$ cat src/rtl/move_sched_pkg.sv
// Shared FSM state encodings and move-code helpers for the move scheduler.
package move_sched_pkg;

  typedef enum logic [2:0] {
    MS_IDLE,
    MS_ISSUE,
    MS_WAIT,
    MS_DONE,
    MS_FAIL
  } ms_state_t;

  localparam int unsigned NUM_MOVES = 12;
  localparam int unsigned INV_MASK  = 1;

  function automatic logic is_legal(input int unsigned code);
    return code < NUM_MOVES;
  endfunction

  // Inverse face turn: codes come in cw/ccw pairs differing in bit 0.
  function automatic int unsigned inverse(input int unsigned code);
    return code ^ INV_MASK;
  endfunction

endpackage

$ cat src/rtl/move_sched_fifo.sv
// Synchronous move FIFO with push/pop/flush, tail read and tail pop.
module move_fifo #(
  parameter int unsigned DEPTH = 4,
  parameter int unsigned CW    = 4
) (
  input  logic                    clk,
  input  logic                    rst_n,
  input  logic                    flush,
  input  logic                    push,
  input  logic                    pop,
  input  logic                    tail_pop,
  input  logic [CW-1:0]           din,
  output logic [CW-1:0]           head,
  output logic [CW-1:0]           tail,
  output logic [$clog2(DEPTH):0]  count
);

  localparam int unsigned AW    = $clog2(DEPTH);
  localparam int unsigned CNT_W = AW + 1;

  logic [CW-1:0] mem [DEPTH];
  logic [AW-1:0] rd_ptr;
  logic [AW-1:0] wr_ptr;
  logic [AW-1:0] tail_ptr;

  assign tail_ptr = wr_ptr - AW'(1);
  assign head     = mem[rd_ptr];
  assign tail     = mem[tail_ptr];

  always_ff @(posedge clk or negedge rst_n) begin
    if (!rst_n) begin
      rd_ptr <= '0;
      wr_ptr <= '0;
      count  <= '0;
    end else if (flush) begin
      rd_ptr <= '0;
      wr_ptr <= '0;
      count  <= '0;
    end else begin
      // push and tail_pop are mutually exclusive: a cancelled move is never written.
      if (push)
        wr_ptr <= wr_ptr + AW'(1);
      else if (tail_pop)
        wr_ptr <= tail_ptr;
      if (pop)
        rd_ptr <= rd_ptr + AW'(1);
      count <= count + CNT_W'(push) - CNT_W'(pop) - CNT_W'(tail_pop);
    end
  end

  always_ff @(posedge clk) begin
    if (push && !flush)
      mem[wr_ptr] <= din;
  end

endmodule

$ cat src/rtl/move_sched.sv
// Move scheduler: buffers predicted turns and issues them to the cube datapath.
// Build option MOVE_SCHED_CANCEL_EN: a move that inverts the FIFO tail cancels it.
module move_sched
  import move_sched_pkg::*;
#(
  parameter int unsigned DEPTH     = 4,
  parameter int unsigned MAX_STEPS = 10,
  parameter int unsigned CW        = 4
) (
  input  logic                   clk,
  input  logic                   rst_n,
  input  logic                   start,
  input  logic                   abort,
  input  logic                   in_valid,
  input  logic [CW-1:0]          in_move,
  output logic                   in_ready,
  output logic                   cube_load,
  output logic [CW-1:0]          cube_move,
  input  logic                   cube_valid,
  input  logic                   cube_fin,
  output logic                   busy,
  output logic                   done,
  output logic                   fail,
  output logic [3:0]             step_cnt,
  output logic [$clog2(DEPTH):0] occupancy
);

  localparam int unsigned CNT_W   = $clog2(DEPTH) + 1;
  localparam logic [3:0]  MAX_CNT = 4'(MAX_STEPS);

  ms_state_t        state;
  logic [CNT_W-1:0] count;
  logic [CW-1:0]    head;
  logic [CW-1:0]    tail;
  logic             empty;
  logic             accept;
  logic             legal;
  logic             cancel;
  logic             push;
  logic             pop;
  logic             flush;
  logic             wait_hit;
  logic             finish;
  logic [3:0]       step_next;

  assign empty     = (count == '0);
  assign busy      = (state == MS_ISSUE) || (state == MS_WAIT);
  assign in_ready  = busy && (count < CNT_W'(DEPTH));
  assign occupancy = count;

  always_comb begin
    step_next = (step_cnt == 4'hF) ? step_cnt : step_cnt + 4'd1;
    wait_hit  = (state == MS_WAIT) && cube_valid;
    finish    = wait_hit && (cube_fin || (step_next == MAX_CNT));
    // Issue straight from WAIT on completion so the next load follows cube_valid by one cycle.
    pop       = !abort && !empty && ((state == MS_ISSUE) || (wait_hit && !finish));
    flush     = abort || finish;
    accept    = in_valid && in_ready;
    legal     = is_legal(32'(in_move));
  end

`ifdef MOVE_SCHED_CANCEL_EN
  // At occupancy 1 a same-cycle pop removes the tail, so there is nothing to cancel.
  assign cancel = accept && legal && !empty
                  && (tail == CW'(inverse(32'(in_move))))
                  && !((count == CNT_W'(1)) && pop);
`else
  logic unused_tail;
  assign cancel      = 1'b0;
  assign unused_tail = ^tail;
`endif

  assign push = accept && legal && !cancel && !abort;

  move_fifo #(
    .DEPTH (DEPTH),
    .CW    (CW)
  ) u_fifo (
    .clk      (clk),
    .rst_n    (rst_n),
    .flush    (flush),
    .push     (push),
    .pop      (pop),
    .tail_pop (cancel),
    .din      (in_move),
    .head     (head),
    .tail     (tail),
    .count    (count)
  );

  always_ff @(posedge clk or negedge rst_n) begin
    if (!rst_n) begin
      state     <= MS_IDLE;
      cube_load <= 1'b0;
      cube_move <= '0;
      done      <= 1'b0;
      fail      <= 1'b0;
      step_cnt  <= '0;
    end else begin
      cube_load <= 1'b0;
      if (abort) begin
        state    <= MS_IDLE;
        done     <= 1'b0;
        fail     <= 1'b0;
        step_cnt <= '0;
      end else begin
        case (state)
          MS_IDLE, MS_DONE, MS_FAIL: begin
            if (start) begin
              state    <= MS_ISSUE;
              done     <= 1'b0;
              fail     <= 1'b0;
              step_cnt <= '0;
            end
          end
          MS_ISSUE: begin
            if (pop) begin
              cube_load <= 1'b1;
              cube_move <= head;
              state     <= MS_WAIT;
            end
          end
          MS_WAIT: begin
            if (wait_hit) begin
              step_cnt <= step_next;
              if (cube_fin) begin
                state <= MS_DONE;
                done  <= 1'b1;
              end else if (step_next == MAX_CNT) begin
                state <= MS_FAIL;
                fail  <= 1'b1;
              end else if (pop) begin
                cube_load <= 1'b1;
                cube_move <= head;
              end else begin
                state <= MS_ISSUE;
              end
            end
          end
          default: state <= MS_IDLE;
        endcase
      end
    end
  end

endmodule

$ cat config.mk
export PLATFORM = sky130hd
export DESIGN_NAME = move_sched
export DESIGN_NICKNAME = d
export VERILOG_FILES = /design/src/rtl/move_sched_pkg.sv /design/src/rtl/move_sched_fifo.sv /design/src/rtl/move_sched.sv
export SDC_FILE = /design/constraint.sdc
export NUM_CORES = 1
export LEC_CHECK = 0
export ABC_AREA = 1
export BUFFER_PORTS_ARGS = -buffer_cell sky130_fd_sc_hd__buf_4
export CAP_MARGIN = 0
export CORE_UTILIZATION = 57
export DETAILED_ROUTE_END_ITERATION = 7
export MAX_ROUTING_LAYER = met4
export PLACE_DENSITY = 0.84
export SYNTH_ARGS = -nofsm -noshare
export SYNTH_HDL_FRONTEND = slang
export SYNTH_SLANG_ARGS = --single-unit
$ cat constraint.sdc
create_clock -name clk -period 2.9 [get_ports clk]
set_input_delay 0.29 -clock clk [delete_from_list [all_inputs] [get_ports clk]]
set_output_delay 0.29 -clock clk [all_outputs]
set_load 0.005 [all_outputs]
==> metrics.md, run 1 <==
| Metric | Value |
|---|---|
| Rows | 21 |
| Crit path to | u_fifo.count[2]$_DFF_PN0_ |
| Synth async-reset ratio | between 50% and 60% |
| Wire length per cell | 11.7 µm |
| Worst reg2reg startpoint | step_cnt[0]$_DFFE_PN0P_ |
| Clock Tree Root | clkbuf_4 |
| Core box area | ~0.0034 mm² |
| Synth Flop Type | dfrtp_1 |
| Final Hold Vio Count | 0 |
| Clk_skew | between 0.008 and 0.009 ns |
| Top-count cell post-synth | nand2_1 |
| Crit path depth | 17 |
| Area growth syn-to-layout | 16.2% |
| Hpwl dp | between 2000 and 3000 µm |
| Clock Latency Late Sink | 0.33 ns |
| Sequential power share | a little over 40% |
| Slowest CP cell | dfrtp_1 |
| Worst R2R End | u_fifo.count[2]$_DFF_PN0_ |
| Initial DRC Count | 86 |
| Clk pin slew, worst setup/hold paths | 0.11 ns |
| Top cells by area, synth | dfrtp_1 26%, edfxtp_1 24%, nand2_1 7.7%, nor2_1 5.4%, inv_1 5.2% |
| CP top delay family | adder cells |
| Share of layout cells above drive strength 1 | between 20% and 30% |
| Yosys cell types | 28 |
| Clk sink count | 37 |
| Critical path origin | step_cnt[0]$_DFFE_PN0P_ |
| Post-synthesis sequential area ratio | 50.0% |
| Initial antenna violation count | 0 |
| FF+latch count, synth | 37 |
| Crit share post-route | about nine tenths |
| Setup Crit Path Kind | reg2reg |
| Post-synth top area share | 26.1% |
| Clock share of power | around a fifth |
| Max stage delay on crit path | 0.45 ns |
| Filler cells | between 200 and 300 |
| Slew headroom | between 70 and 80% |
| Area leader, netlist | dfrtp_1 |
| P_int | about 1.1 mW |
| Htree depth | 2 |
| All-layer global routing usage | between 20 and 25% |
| DR vias/cell | ~4.8 |
| Die Height | 61.4 µm |
| Syn nets | 239 |
| Slew @ Worst Pin | 0.445 ns |
| Number of global-route vias before repair | 1294 |
| F_max | approximately 380 MHz |
| # nets final | between 200 and 300 |
| Die W | just over 60 µm |
| Worst EP arrival | a little under 3 ns |
| Hold Startpoint | in_move[0] |
| Critical path required time | 3.17 ns |
| Ports | 27 |
| Setup TNS | 0 ns |
| Combinational power share | 39.4% |
| Reg2reg path depth | 17 |
| Min Tclk post-route | around 2.6 ns |
| RD Place Congestion | 0.826 |
| Ant diodes | 0 |
| Maximum vdd drop | just under 0.0005 V |
| Power per cell area | 724 mW/mm² |
| Worst Hold Class | in2reg |
| Max Root-Sink Buffers | 2 |
| Flop-to-flop setup slack | between 0.2 and 0.3 ns |
| Vias | approximately 1400 |
| Sw Ratio | a little under two fifths |
| Leakage | around 1.1 nW |
| RSZ-0062 raised after global routing | no |
| DRT antenna net count | 0 |
| Buf/Inv on CP | 4 |
| Slew Limit Fails | 0 |
| Outcome | completed |
| Total wire length | ~3500 µm |
| Final Core Density | a little over two thirds |
| Inserted Clock Buffers | 5 |
| Syn avg cell area | 9.18 µm² |
| Critical-path maximum fanout | 8 |
| Yosys warns | 0 |
| CTS tree | built |
| Post-synth top cells | 41 x nand2_1, 29 x nor2_1, 28 x inv_1 |
| Initial Utilization | roughly 60% |
| Die ar. | about 0.0038 mm² |
| Crit. End Element | flop |
| Post-synth EDFFs | 16 |
| Maxcap violations | 0 |
| Total global routing overflow | 0 |
| DRT Pass-1 Iters | 4 |
| Port Buffers | 26 |
| Largest net degree at the start of global routing | 22 |
| Netlist Area Pre-Place | roughly 0.0020 mm² |
| # DRC | 0 |
| CP startpoint kind | flop |
| Post-Synthesis Cells | 219 |
| Final Setup Violations | 0 |
| Net switching power | about 620 µW |
| First-pass GRT wire length | around 5700 µm |
| Critical-path cell list | ha_1, inv_1, nand2_1, nand2_1, nor2_2, nand2_4, nand3_2, nand2_2, nand2_4, inv_4, ha_1, inv_1, ha_1, inv_1, fa_1, xor2_1, nor2_1 |
[cells in the final DEF, fill, tap and decap left out, types with 2 or more instances in the layout]
cell type,instances
a21oi_1,4
nor2_2,5
nor2_4,3
o22ai_1,4
buf_4,26
xor2_1,2
edfxtp_1,16
nand2_1,41
inv_2,4
a21oi_2,3
nand2_2,7
nor2_1,29
inv_1,28
ha_1,8
inv_4,2
clkbuf_4,5
nand3_1,10
nand3_2,4
nand2_4,6
o21ai_0,11
dfrtp_1,21
nor3_1,3
[cell families (layout without fill, tap and decap cells)]
family / count (synthesis) / in the layout / synth area share (%)
AND/OR/NAND/NOR: 111 / 111 / 28.9
flip-flops: 37 / 37 / 50.0
buffers and inverters: 36 / 68 / 7.03
AO/OA/AOI/OAI: 23 / 23 / 6.72
adder cells (fa/ha/maj): 9 / 9 / 5.97
XOR/XNOR: 3 / 3 / 1.31
[timing repair]
item                                   in CTS  in global routing
hold buffers                                1                  0
endpoints found under the hold margin      21                  0
buffers inserted                            0                  0
resized for setup                           0                  0
[registers in the layout (all words and copies together) (netlist names)]
name,cells
cube_load,1
fail,1
u_fifo.mem,16
u_fifo.count,3
u_fifo.rd_ptr,2
state,3
cube_move,4
u_fifo.wr_ptr,2
step_cnt,4
done,1
[worst reg2reg max path, delay by kind of cell (launching register included)]
| kind | cells | cell delay (ns) |
|---|---|---|
| xor gates and xnor gates | 1 | 0.17 |
| adders and majority gates | 4 | 0.99 |
| DFF | 1 | 0.45 |
| buffers and inverters | 4 | 0.22 |
| and+or+nand+nor | 8 | 0.77 |
[layout make-up]
| class | count | area (µm²) | area share (%) |
|---|---|---|---|
| sequential | 37 | 1010 | 43.0 |
| multi-input combinational | 146 | 863 | 36.9 |
| timing repair buffer | 27 | 205 | 8.78 |
| inverter | 34 | 133 | 5.67 |
| tap | 46 | 57.6 | 2.46 |
| clock buffer | 5 | 37.5 | 1.61 |
| clock inverter | 2 | 35.0 | 1.50 |
[metal layers]
layer  share of wire (%)  vias to the layer above  GRT usage, %
met5                   0                        -             -
met4                 1.6                        0          11.1
met3                 3.5                        5          4.20
met2                  43                       34          30.0
met1                  52                      637          32.5
li1                    -                      764             -
[per-stage QoR]
step	worst slack, ns	std cells	hold WS [ns]	power [mW]	instance area, µm²
final	0.262	297	0.154	1.69	2340
after global routing	0.0311	297	0.142	1.83	2340
after CTS	0.265	297	0.144	1.71	2340
after detailed placement	0.303	289	0.192	1.37	2250
after global placement	0.364	289	0.190	1.36	2250
after floorplan	0.430	219	-0.00559	1.15	2010
[how the worst min path moves through the flow]
stage / end / depth (start not counted) / slack, ns
final: u_fifo.mem[0][0]$_DFFE_PP_ / 1 / 0.15
after global routing: u_fifo.mem[3][0]$_DFFE_PP_ / 1 / 0.14
after CTS: u_fifo.mem[1][0]$_DFFE_PP_ / 1 / 0.14
after detailed placement: state[0]$_DFFE_PN0P_ / 1 / 0.19
after global placement: state[0]$_DFFE_PN0P_ / 1 / 0.19
after floorplan: cube_load$_DFF_PN0_ / 0 / -0.006
[power by group through the flow]
stage | clock network, mW | logic, mW | registers, mW
floorplan | 0 | 0.464 | 0.688
global placement | 0 | 0.660 | 0.698
detailed placement | 0 | 0.670 | 0.700
CTS | 0.343 | 0.676 | 0.689
global route | 0.363 | 0.762 | 0.702
finish | 0.335 | 0.667 | 0.690
(Power assumes the default switching activity.)
==> inputs of run 2 (changes only) <==
Settings changed: ABC_AREA 1 to 0, CORE_UTILIZATION 57 to 56, PLACE_DENSITY 0.84 to 0.83.
==> run 2 against run 1 <==
Against the previous run:
- sequential share of layout area fell by 0.75 points
- maximum frequency down 5.6%
- core utilization up 6.7 points
- total power down 14%
- register-to-register slack lost 0.16 ns
- setup slack worse by 0.16 ns
- clock power down 11%
- count of clock-buffer cells in the layout rose by 1
- worst hold slack better by 0.0028 ns
- cell area grew 2.0%
- area after synthesis down 5.5%
==> metrics.md, run 2 <==
| Metric | Value |
|---|---|
| Outcome | completed |
| Initial Utilization | 60.8% (+0.98 points) |
| Ant diodes | 0 (unchanged) |
| Die W | 60.3 µm (-1.8%) |
| Critical-path maximum fanout | 5 (-3) |
| Top-count cell post-synth | dfrtp_1 |
| DRT antenna net count | 0 (unchanged) |
| Final Hold Vio Count | 0 (unchanged) |
| Wire length per cell | 16.7 µm (+43%) |
| Flop-to-flop setup slack | 0.11 ns (-0.16 ns) |
| Clock Tree Root | clkbuf_4 |
| Net switching power | 459 µW (-27%) |
| Share of layout cells above drive strength 1 | 37.5% (+9.6 points) |
| Synth async-reset ratio | 56.8% (unchanged) |
| Vias | 1394 (-3.2%) |
| Reg2reg path depth | 15 (-2) |
| Post-Synthesis Cells | 154 (-30%) |
| Post-synthesis sequential area ratio | 52.9% (+2.9 points) |
| Slew Limit Fails | 0 (unchanged) |
| Area growth syn-to-layout | 25.5% |
| Die Height | 60.3 µm (-1.8%) |
| Clk_skew | 0.0112 ns (+0.00308 ns) |
| Final Core Density | 76.2% (+6.7 points) |
| Post-synth EDFFs | 16 (unchanged) |
| Worst Hold Class | in2reg |
| Crit. End Element | flop |
| Total wire length | 4080 µm (+17%) |
| CP startpoint kind | flop |
| Inserted Clock Buffers | 5 (unchanged) |
| Area leader, netlist | dfrtp_1 |
| # nets final | 219 (-19%) |
| Port Buffers | 26 (unchanged) |
| Post-synth top area share | 27.6% (+1.5 points) |
| Syn avg cell area | 12.3 µm² (+34%) |
| Most common cell after layout, fill and taps aside | buf_4 |
| Htree depth | 2 (unchanged) |
| DR vias/cell | 5.71 (+18%) |
| Maximum vdd drop | 0.000368 V (-26%) |
| Number of global-route vias before repair | 1425 (+10%) |
| Sw Ratio | 31.4% (-5.4 points) |
| Netlist Area Pre-Place | 0.00190 mm² (-5.5%) |
| Post-synth top cells | 21 x dfrtp_1, 16 x edfxtp_1, 14 x inv_1 |
| CTS tree | built |
| Synth Flop Type | dfrtp_1 |
| # DRC | 0 (unchanged) |
| Worst EP arrival | 3.02 ns (+0.11 ns) |
| Hpwl dp | 2840 µm (+9.2%) |
| Setup Crit Path Kind | reg2reg |
| First-pass GRT wire length | 6220 µm (+8.7%) |
| Min Tclk post-route | 2.79 ns (+0.156 ns) |
| Ports | 27 (unchanged) |
| P_int | 1.00 mW (-6.4%) |
| Yosys warns | 0 (unchanged) |
| Initial antenna violation count | 0 (unchanged) |
| Crit path to | u_fifo.count[2]$_DFF_PN0_ |
| Syn nets | 174 (-27%) |
| Clk sink count | 37 (unchanged) |
| Final Setup Violations | 0 (unchanged) |
| Slew @ Worst Pin | 0.406 ns (-0.0388 ns) |
| Sequential power share | 46.5% (+5.8 points) |
| All-layer global routing usage | 24.7% (+2.3 points) |
| Power per cell area | 612 mW/mm² (-16%) |
| Top register by number of flip-flops | u_fifo.mem |
| Rows | 20 (-4.8%) |
| Clk pin slew, worst setup/hold paths | 0.13 ns (+0.02 ns) |
| Largest net degree at the start of global routing | 22 (unchanged) |
| Core box area | 0.00313 mm² (-7.0%) |
| DRT Pass-1 Iters | 4 (unchanged) |
| Total global routing overflow | 0 (unchanged) |
| Slew headroom | 72.9% (+2.7 points) |
| RSZ-0062 raised after global routing | no |
| Crit share post-route | 96.4% (+5.4 points) |
| Combinational power share | 33.2% (-6.2 points) |
| Leakage | 1.06 nW (-6.6%) |
| Initial DRC Count | 61 (-29%) |
| Commonest cells after routing, fill and taps aside | 40 x buf_4, 19 x dfrtp_1, 16 x edfxtp_1 |
| FF+latch count, synth | 37 (unchanged) |
| Worst reg2reg startpoint | step_cnt[1]$_DFFE_PN0P_ |
| Max FFs per register | 16 (unchanged) |
| Fin cells | 244 (-18%) |
| RD Place Congestion | 0.843 (+2.0%) |
| Clock Latency Late Sink | 0.34 ns (about the same) |
| Top cells by area, synth | dfrtp_1 28%, edfxtp_1 25%, ha_1 5.3%, mux4_2 4.7%, mux2_4 3.2% |
| Yosys cell types | 46 (+64%) |
| Max Root-Sink Buffers | 2 (unchanged) |
| Maxcap violations | 0 (unchanged) |
| DP Cell Count | 228 (-21%) |
| Critical path origin | step_cnt[1]$_DFFE_PN0P_ |
| F_max | 358 MHz (-5.6%) |
| Clock share of power | 20.3% (+0.5 points) |
| Largest regs | u_fifo.mem: 16 flops, cube_move: 4 flops, step_cnt: 4 flops |
| Critical path required time | 3.13 ns (-0.04 ns) |
| Worst R2R End | u_fifo.count[2]$_DFF_PN0_ |
| Die ar. | 0.00363 mm² (-3.7%) |
## run 2: critical path, stage by stage (launching register included)
cell	delay, ns
dfrtp_2	0.46
inv_2	0.09
ha_4	0.14
inv_1	0.05
o311a_4	0.37
a31o_4	0.23
nand2_4	0.09
inv_6	0.06
ha_4	0.20
inv_1	0.05
ha_2	0.16
inv_2	0.04
fa_2	0.35
xor2_1	0.18
xnor2_1	0.14
nor2_1	0.07
## run 2: how the worst min path moves through the flow
stage	startpoint	end	slack, ns	depth (start not counted)
final	in_move[0]	u_fifo.mem[3][0]$_DFFE_PP_	0.16	1
after global routing	in_move[0]	u_fifo.mem[1][0]$_DFFE_PP_	0.14	1
after CTS	in_move[0]	u_fifo.mem[1][0]$_DFFE_PP_	0.14	1
after detailed placement	rst_n	step_cnt[3]$_DFFE_PN0P_	0.20	1
after global placement	rst_n	step_cnt[3]$_DFFE_PN0P_	0.18	1
after floorplan	rst_n	cube_load$_DFF_PN0_	-0.006	0
## run 2: metal layers
metal	vias up	global-route usage [%]	share of wire, %
met5	-	-	0
met4	0	10.6	1.5
met3	7	4.98	5.4
met2	64	42.7	52
met1	678	27.4	41
li1	645	-	-
## run 2: timing repair
action	4_1_cts	5_1_grt
hold buffers	1	0
setup buffers	5	2
gates resized for setup	7	8
pin swaps	3	6
hold endpoints to repair	21	0
setup endpoints to repair	1	1
## run 2: layout make-up
type | count | area [µm²]
Clock buffer | 6 | 51.3
Timing Repair Buffer | 42 | 322
Multi-Input combinational cell | 98 | 873
Inverter | 15 | 61.3
Sequential cell | 37 | 1010
Tap cell | 44 | 55.1
Fill cell | 198 | 743
Clock inverter | 2 | 13.8
## run 2: metrics by stage
step	setup TNS, ns	area [µm²]	total power, mW	hold WS [ns]	setup slack (ns)
after floorplan	0	1900	0.953	-0.00559	0.0159
after global placement	0	2190	1.12	0.182	0.0385
after detailed placement	-0.140	2190	1.14	0.195	-0.140
after CTS	0	2340	1.44	0.145	0.00748
after global routing	0	2380	1.52	0.138	0.0426
final	0	2380	1.46	0.157	0.106
## run 2: power groups by stage
stage,Sequential (mW),Combinational (mW),Clock (mW)
detailed placement,0.685,0.454,0
floorplan,0.662,0.291,0
CTS,0.676,0.466,0.293
finish,0.678,0.484,0.297
global placement,0.684,0.436,0
global route,0.686,0.525,0.310
## run 2: logic make-up after synthesis
logic type / count (synthesis) / synth area share (%)
AND/OR/NAND/NOR: 43 / 12.8
flip-flops: 37 / 52.9
AO/OA/AOI/OAI: 33 / 13.6
buffers and inverters: 19 / 3.95
multiplexers: 10 / 8.95
adder cells (fa/ha/maj): 9 / 6.32
XOR/XNOR: 3 / 1.38
==> inputs of run 3 (changes only) <==
Settings changed: ABC_AREA 0 to 1, CORE_UTILIZATION 56 to 57, PLACE_DENSITY 0.83 to unset, PLACE_DENSITY_LB_ADDON set to 0.3.
==> run 3 against run 2 <==
Against the previous run:
- via count is 6.2% higher
- register-to-register slack improved by 0.15 ns
- maximum frequency up 5.8%
- combinational power up 38%
- first-iteration DRC count is 8.2% higher
- critical path type unchanged
- largest power group unchanged
- highest routed layer unchanged
==> metrics.md, run 3 (synthesized netlist as in run 1, its figures left out) <==
| Metric | Value |
|---|---|
| Reg2reg path depth | 16 (+1) |
| Ports | 27 (unchanged) |
| Clk pin slew, worst setup/hold paths | 0.12 ns (about the same) |
| Ant diodes | 0 (unchanged) |
| Critical-path maximum fanout | 8 (+3) |
| Max Root-Sink Buffers | 2 (unchanged) |
| DP Area | 0.00225 mm² (+2.7%) |
| Routing usage on met2 | 32.1% (-11 points) |
| Initial DRC Count | 66 (+8.2%) |
| Slew headroom | 70.0% (-2.9 points) |
| Postcts setup bufs | 0 (-5) |
| P_int | 1.10 mW (+9.9%) |
| # DRC | 0 (unchanged) |
| Worst reg2reg startpoint | step_cnt[0]$_DFFE_PN0P_ |
| Vias | 1481 (+6.2%) |
| Hpwl dp | 2690 µm (-5.4%) |
| DR vias/cell | 4.97 (-13%) |
| Net switching power | 648 µW (+41%) |
| Power per cell area | 742 mW/mm² (+21%) |
| Buf/Inv on CP | 3 (-2) |
| Core box area | 0.00336 mm² (+7.5%) |
| Worst hold path depth | 1 (unchanged) |
| Clock Tree Root | clkbuf_4 |
| Clock Latency Late Sink | 0.36 ns (+0.02 ns) |
| Die ar. | 0.00377 mm² (+3.8%) |
| Rows | 21 (+5.0%) |
| Sequential power share | 39.5% (-7.0 points) |
| Area growth syn-to-layout | 17.1% |
| Share of layout cells above drive strength 1 | 28.2% (-9.3 points) |
| Htree depth | 2 (unchanged) |
| Critical-path cell list | ha_1, nand2_1, nand2_1, nor2_2, nand2_4, nand3_2, nand2_2, nand2_4, inv_4, ha_1, inv_1, ha_1, inv_1, fa_1, xor2_1, nor2_1 |
| Met3 usage | 7.56% (+2.6 points) |
| Worst EP arrival | 2.93 ns (-0.09 ns) |
| DRT Pass-1 Iters | 4 (unchanged) |
| Setup Crit Path Kind | reg2reg |
| Worst Hold Class | in2reg |
| Combinational power share | 38.3% (+5.1 points) |
| Fin area | 0.00235 mm² (-1.3%) |
| Flop-to-flop setup slack | 0.26 ns (+0.15 ns) |
| Die W | 61.4 µm (+1.9%) |
| Clock share of power | 22.1% (+1.8 points) |
| RD Place Congestion | 0.825 (-2.1%) |
| Filler cells | 279 (+41%) |
| Clk_skew | 0.0139 ns (+0.00272 ns) |
| Die Height | 61.4 µm (+1.9%) |
| Crit share post-route | 91.1% (-5.3 points) |
| Worst R2R End | u_fifo.count[2]$_DFF_PN0_ |
| Slew Limit Fails | 0 (unchanged) |
| Max FFs per register | 16 (unchanged) |
| DRT antenna net count | 0 (unchanged) |
| Critical path origin | step_cnt[0]$_DFFE_PN0P_ |
| GRT busiest layer | met2 |
| Maximum vdd drop | 0.000422 V (+15%) |
| Most frequent CP cell | ha_1 |
| Slowest CP cell | dfrtp_1 |
| Hold Startpoint | in_move[1] |
| Max stage delay on crit path | 0.45 ns (about the same) |
| RSZ-0062 raised after global routing | no |
| Top register by number of flip-flops | u_fifo.mem |
| Maxcap violations | 0 (unchanged) |
| Crit path depth | 16 (+1) |
| Initial antenna violation count | 0 (unchanged) |
| Tot Pwr | 1.75 mW (+20%) |
| Leakage | 1.14 nW (+7.4%) |
| All-layer global routing usage | 22.9% (-1.8 points) |
| Final Setup Violations | 0 (unchanged) |
| Setup TNS | 0 ns (unchanged) |
| Initial Utilization | 59.8% (-0.98 points) |
| F_max | 379 MHz (+5.8%) |
| Most common cell after layout, fill and taps aside | nand2_1 |
| CP startpoint kind | flop |
| Final Hold Vio Count | 0 (unchanged) |
| Met1 Use GR | 31.8% (+4.3 points) |
| Total global routing overflow | 0 (unchanged) |
| Crit. End Element | flop |
| Storage cell area | 0.00101 mm² (-0.25%) |
| Commonest cells after routing, fill and taps aside | 41 x nand2_1, 29 x nor2_1, 28 x inv_1 |
| Total wire length | 3620 µm (-11%) |
| Hold Path Sink | u_fifo.mem[2][1]$_DFFE_PP_ |
| Inserted Clock Buffers | 5 (unchanged) |
| # nets final | 271 (+24%) |
| Slew @ Worst Pin | 0.448 ns (+0.0423 ns) |
| Critical path required time | 3.19 ns (+0.06 ns) |
| CTS tree | built |
| Port Buffers | 26 (unchanged) |
| CP top delay family | adder cells |
| Wire length per cell | 12.2 µm (-27%) |
| Number of global-route vias before repair | 1261 (-12%) |
| Sw Ratio | 37.1% (+5.6 points) |
| Largest regs | u_fifo.mem: 16 flops, cube_move: 4 flops, step_cnt: 4 flops |
| Outcome | completed |
| Min Tclk post-route | 2.64 ns (-0.154 ns) |
| Multi-input gate area | 863 µm² (-1.1%) |
| Largest net degree at the start of global routing | 22 (unchanged) |
| First-pass GRT wire length | 5800 µm (-6.8%) |
| Clk sink count | 37 (unchanged) |
==> run 3: area by class of cell <==
cell class / instances / area share, %
timing repair buffer: 27 / 8.72
tap: 46 / 2.45
sequential: 37 / 42.7
clock inverter: 2 / 1.59
multi-input combinational: 146 / 36.7
clock buffer: 6 / 2.18
inverter: 34 / 5.64
==> run 3: repair_timing <==
item | CTS | global route
hold endpoints to repair | 21 | 0
resized for setup | 0 | 0
hold buffers | 1 | 0
==> run 3: worst max path at each step <==
stage                                           end  slack, ns
after floorplan           u_fifo.count[2]$_DFF_PN0_       0.43
after global placement    u_fifo.count[2]$_DFF_PN0_       0.36
after detailed placement  u_fifo.count[2]$_DFF_PN0_       0.28
after CTS                 u_fifo.count[2]$_DFF_PN0_       0.25
after global routing      u_fifo.count[2]$_DFF_PN0_       0.04
final                     u_fifo.count[2]$_DFF_PN0_       0.26
==> run 3: power groups by stage <==
stage               Combinational [mW]  Clock, mW  Sequential, mW
detailed placement               0.668          0           0.703
floorplan                        0.464          0           0.688
CTS                              0.674      0.392           0.692
global route                     0.751      0.417           0.704
finish                           0.670      0.386           0.691
global placement                 0.659          0           0.700
==> run 3: through the flow <==
stage | hold slack (ns) | std cells | util (%) | setup WS [ns]
6_report | 0.124 | 298 | 70.0 | 0.259
5_1_grt | 0.0999 | 298 | 70.0 | 0.0390
3_3_place_gp | 0.192 | 289 | 67.0 | 0.362
4_1_cts | 0.114 | 298 | 70.0 | 0.250
3_5_place_dp | 0.193 | 289 | 67.0 | 0.279
2_1_floorplan | -0.00559 | 219 | - | 0.430
==> run 3: metal layers <==
layer / part of all wire, % / vias up
met5: 0 / -
met4: 1.4 / 0
met3: 4.1 / 6
met2: 45 / 35
met1: 49 / 674
li1: - / 766
